### src/rtl/frame_scanout_pkg.sv
// frame_scanout_pkg: shared graphics constants, pixel packing and scanout FSM encoding.
package frame_scanout_pkg;
   localparam int DEF_WIDTH      = 4;
   localparam int DEF_HEIGHT     = 3;
   localparam int DEF_COLOR_BITS = 8;
   typedef enum logic [1:0] {IDLE, SCAN, DRAIN, DONE} state_t;
   typedef struct packed {
      logic [DEF_COLOR_BITS-1:0] r;
      logic [DEF_COLOR_BITS-1:0] g;
      logic [DEF_COLOR_BITS-1:0] b;
   } pixel_t;
endpackage

### src/rtl/scanout_fifo.sv
// scanout_fifo: 2-entry FIFO holding tagged pixels between the framebuffer and the output port.
module scanout_fifo #(
   parameter int DW = 8
) (
   input  logic          clk,
   input  logic          reset,
   input  logic          push,
   input  logic [DW-1:0] din,
   input  logic          pop,
   output logic [DW-1:0] dout,
   output logic [1:0]    count
);
   logic [DW-1:0] mem [2];
   logic wp, rp, pop_ok, push_ok;
   assign pop_ok  = pop && count != 2'd0;
   assign push_ok = push && (count != 2'd2 || pop_ok);
   assign dout    = mem[rp];
   always_ff @(posedge clk) begin
      if (reset) begin
         wp     <= 1'b0;
         rp     <= 1'b0;
         count  <= 2'd0;
         mem[0] <= '0;
         mem[1] <= '0;
      end else begin
         if (push_ok) begin
            mem[wp] <= din;
            wp      <= ~wp;
         end
         if (pop_ok) rp <= ~rp;
         count <= count + {1'b0, push_ok} - {1'b0, pop_ok};
      end
   end
endmodule

### src/rtl/frame_scanout.sv
// frame_scanout: raster-scans a framebuffer into a valid/ready pixel stream with a 2-deep skid FIFO.
module frame_scanout
   import frame_scanout_pkg::*;
#(
   parameter int WIDTH      = DEF_WIDTH,
   parameter int HEIGHT     = DEF_HEIGHT,
   parameter int COLOR_BITS = DEF_COLOR_BITS
) (
   input  logic                    clk,
   input  logic                    reset,
   input  logic                    start,
   output logic                    rd_en,
   output logic [HEIGHT+WIDTH-1:0] rd_addr,
   input  logic [3*COLOR_BITS-1:0] rd_data,
   output logic                    px_valid,
   input  logic                    px_ready,
   output logic [3*COLOR_BITS-1:0] px_data,
   output logic [WIDTH-1:0]        px_x,
   output logic [HEIGHT-1:0]       px_y,
   output logic                    px_eol,
   output logic                    px_eof,
   output logic                    busy,
   output logic                    frame_done
);
   localparam int AW = HEIGHT + WIDTH;
   localparam int DW = AW + 3 * COLOR_BITS;
   state_t state, state_n;
   logic [AW-1:0] addr, addr_q;
   logic rd_q, pop, room, drained;
   logic [1:0] occ;
   logic [DW-1:0] head;
   assign pop      = px_valid && px_ready;
   assign px_valid = occ != 2'd0;
   // occupancy plus the read still in flight, less this cycle's pop, must leave a free slot
   assign room     = {1'b0, occ} + {2'b0, rd_q} - {2'b0, pop} < 3'd2;
   assign drained  = !rd_q && (occ == 2'd0 || (occ == 2'd1 && pop));
   assign rd_en    = state == SCAN && room;
   assign rd_addr  = addr;
   assign {px_y, px_x, px_data} = head;
   assign px_eol     = px_valid && &px_x;
   assign px_eof     = px_eol && &px_y;
   assign busy       = state != IDLE;
   assign frame_done = state == DONE;
   always_comb begin
      state_n = state;
      case (state)
         IDLE:    state_n = start ? SCAN : IDLE;
         SCAN:    state_n = (rd_en && &addr) ? DRAIN : SCAN;
         DRAIN:   state_n = drained ? DONE : DRAIN;
         default: state_n = IDLE;
      endcase
   end
   always_ff @(posedge clk) begin
      if (reset) begin
         state  <= IDLE;
         addr   <= '0;
         addr_q <= '0;
         rd_q   <= 1'b0;
      end else begin
         state  <= state_n;
         rd_q   <= rd_en;
         addr_q <= addr;
         if (state == IDLE) addr <= '0;
         else if (rd_en) addr <= addr + 1'b1;
      end
   end
   scanout_fifo #(.DW(DW)) u_fifo (
      .clk   (clk),
      .reset (reset),
      .push  (rd_q),
      .din   ({addr_q, rd_data}),
      .pop   (pop),
      .dout  (head),
      .count (occ)
   );
endmodule

### config.mk
export PLATFORM = sky130hd
export DESIGN_NAME = frame_scanout
export DESIGN_NICKNAME = d
export VERILOG_FILES = /design/src/rtl/frame_scanout_pkg.sv /design/src/rtl/scanout_fifo.sv /design/src/rtl/frame_scanout.sv
export SDC_FILE = /design/constraint.sdc
export NUM_CORES = 1
export LEC_CHECK = 0
export ABC_AREA = 1
export CAP_MARGIN = 10
export CORE_AREA = 2 2 86 88
export CTS_CLUSTER_DIAMETER = 100
export CTS_CLUSTER_SIZE = 14
export DETAILED_ROUTE_END_ITERATION = 10
export DIE_AREA = 0 0 88 90
export PLACE_DENSITY = 0.92
export SYNTH_ARGS = -nofsm -noshare
export SYNTH_HDL_FRONTEND = slang
export SYNTH_SLANG_ARGS = --single-unit
### constraint.sdc
create_clock -name clk -period 7.86 [get_ports clk]
set_input_delay 1.965 -clock clk [delete_from_list [all_inputs] [get_ports clk]]
set_output_delay 1.965 -clock clk [all_outputs]
set_load 0.02 [all_outputs]
==> results.py <==
metrics = {
    "critical_path": {
        "path_delay_family": "buffers and inverters",
        "worst-path-buf-inv": 4,
        "slowest_stage": "clkdlybuf4s50_1",
        "ff2ff_path_depth": 13,
        "end_kind": "output port",
        "cp_max_fo": 12,
        "cp.arrival_ns": 4.87,
        "crit_chain": "clkdlybuf4s50_1, nand2_2, inv_1, ha_1, inv_1, nand2_1, fa_1, nand2_1, nor2_1, clkdlybuf4s50_1",
        "critPathKind": "input pin to output port",
        "max_stage_delay_ns": 0.74,
        "cp-startpoint": "px_ready",
        "required_ns": 5.89,
        "crit_path_start_kind": "input pin",
        "cp.depth": 10,
        "reg2reg_slack_ns": 4.97,
        "worstReg2RegStart": "u_fifo.count[1]",
        "r2r_end": "rd_addr[1]",
    },
    "synthesis": {
        "ys_seq_area_share_pct": 60.29,
        "postSynthAreaPerCell_um2": 9.595,
        "synth_area_leaders": "edfxtp_1 49%, nand2_1 12%, dfxtp_1 12%",
        "postSynthNetCount": 431,
        "synth.distinct_cells": 25,
        "yosysTopAreaCellShare_pct": 48.75,
        "yosysWarnings": 0,
        "syn_inst": 398,
        "netlist_area_um2": 3819,
        "synth_seq_cells": 84,
        "synth_area_leader_cell": "edfxtp_1",
    },
    "timing": {
        "relSlewSlack_pct": 34.15,
        "rsz0062_at_grt": "false",
        "max_freq_mhz": 146.2,
        "worstMarginPinSlew_ns": 0.9866,
        "hold_ws_ns": 0.4704,
        "setup_tns_ns": 0,
        "fin_crit_sh_pct": 87.02,
        "drv_slew": 0,
        "period_minus_slack_ns": 6.840,
        "fin_ws_ns": 1.020,
        "clock_skew_ns": 0.008680,
        "hold_viol_final": 0,
        "finalSetupViolations": 0,
    },
    "power_and_ir_drop": {
        "vdd_drop_max_mv": 0.2118,
        "p_leak_nw": 1.962,
        "cellPowerDensity_nw_per_um2": 267.4,
        "fin_total_pwr_mw": 1.282,
    },
    "clocking": {
        "cts.repair.resized": 0,
        "cts_buffers": 9,
        "clk_pin_slew_worst_paths_ns": 0.08,
        "cts_sinks": 84,
        "insertion_delay_ns": 0.35,
        "cts_setup_buffers": 0,
        "cts_tree": "yes",
        "clockRootBuffer": "clkbuf_8",
        "ctsLongestPathBuffers": 2,
        "htreeDepth": 3,
        "cts_hold_buf": 0,
    },
    "cells_and_area": {
        "antenna_cells": 0,
        "finalNetCount": 502,
        "mostFrequentLayoutCell": "nand2_1",
        "layout-drive-gt1-share_pct": 13.50,
        "final_cells": 573,
        "area_delta_synth_final_pct": 25.52,
        "most-common-layout-cells": "124 x nand2_1, 71 x clkdlybuf4s50_1, 62 x edfxtp_1",
        "design_area_um2": 4793,
        "fin_util_pct": 68.28,
    },
    "placed_design": {
        "dp.cells": 557,
        "port_buffers": 71,
        "placed_area_um2": 4571,
        "place_congestion": 0.8373,
        "pre_cts_slack_ns": 1.065,
        "dp_hpwl_um": 5028,
    },
    "worst_hold_path": {
        "min_from": "u_fifo.rp",
        "min_path_cells": 1,
        "holdCritPathClass": "flop to flop",
    },
    "global_routing": {
        "met1_usage_pct": 24.26,
        "grt.busiest_layer": "met2",
        "met3_usage_pct": 4.408,
        "grt_start_max_net_pins": 34,
        "grt_pass1_wl_um": 12220,
        "grt_usage_pct": 20.04,
        "antenna_found_initial": 0,
        "met2_usage_pct": 34.72,
        "grt_pass1_vias": 2705,
        "overflow": 0,
    },
    "detailed_routing": {
        "drt-total-wl_um": 7539,
        "drtAntennaViolNets": 0,
        "post_drt_wl_per_cell_um": 13.16,
        "dr.pass1.iters": 4,
        "viasPerCell": 4.773,
        "drt-initial-drc-count": 185,
        "vias": 2735,
        "post-route-drc-count": 0,
    },
    "floorplanning": {
        "die_w_um": 88,
        "die_area_um2": 7920,
        "fp-row-count": 31,
        "pin_count": 72,
        "die_y_um": 90,
        "core_um2": 7020,
        "initial_utilization_pct": 54.39,
    },
    "job": {
        "cap_violations": 0,
    },
    "outcome": {
        "status": "complete, no violations",
    },
}
worst max-delay path by stage:
stage                  to
floorplan           rd_en
global placement    rd_en
detailed placement  rd_en
CTS                 rd_en
global route        rd_en
finish              rd_en
flip-flops by register name (all words and copies together) (netlist names), named ones only:
name and flops:
rd_addr 7, rd_q 1, u_fifo.wp 1, u_fifo.mem 62, u_fifo.count 2, u_fifo.rp 1, addr_q 7, state 2
layout make-up:
cell class | instances | area, um2
flip-flops and latches | 84 | 2302
multi-input cells | 247 | 1212
inverters | 53 | 198.9
clock inverters | 7 | 98.84
repair buffers | 74 | 733.2
clock buffers | 9 | 123.9
well taps | 99 | 123.9
fillers | 525 | 2227
worst register-to-register path, stage by stage, from the launching register on:
cell and delay [ns]:
dfxtp_1 0.46, inv_2 0.10, nand2_4 0.09, nand2_2 0.05
inv_1 0.10, ha_1 0.24, inv_1 0.08, nand2_1 0.07
fa_1 0.50, nand2_1 0.06, nor2_1 0.56, inv_1 0.27
nor2_1 0.15, nor2_1 0.05
report_power, final:
group	leakage, nW	internal [mW]	switching, mW
clock network	0.110	0.181	0.158
logic	1.03	0.157	0.248
registers	0.820	0.518	0.0192
Yosys cell counts:
library cell and instances:
nand2_1 124, edfxtp_1 62, inv_1 51, nor2_1 46, nor2_2 27, dfxtp_1 22, nand3_1 11, nor2_4 11
a21oi_1 10, buf_6 5, buf_1 4, ha_1 4, buf_2 3, o21ai_0 3, inv_2 2, nand2_2 2
nand2_4 2, xor2_1 2, buf_8 1, clkbuf_1 1, fa_1 1, nand3_4 1, nor3_1 1, o21a_1 1
xnor2_1 1
logic make-up (layout without fill, tap and decap cells):
kind of cell / after synthesis / in the layout / share of synthesized area (%)
AO/OA/AOI/OAI: 14 / 14 / 1.900
XOR/XNOR: 3 / 3 / 0.6882
adder cells (fa/ha/maj): 5 / 5 / 1.835
buffers and inverters: 67 / 143 / 7.961
flip-flops: 84 / 84 / 60.29
AND/OR/NAND/NOR: 225 / 225 / 27.33
routing by layer:
layer	vias up	share of wire (%)
li1	1369	-
met1	1261	42
met2	98	50
met3	7	7.0
met4	0	0.76
met5	-	0
(Power assumes the default switching activity.)
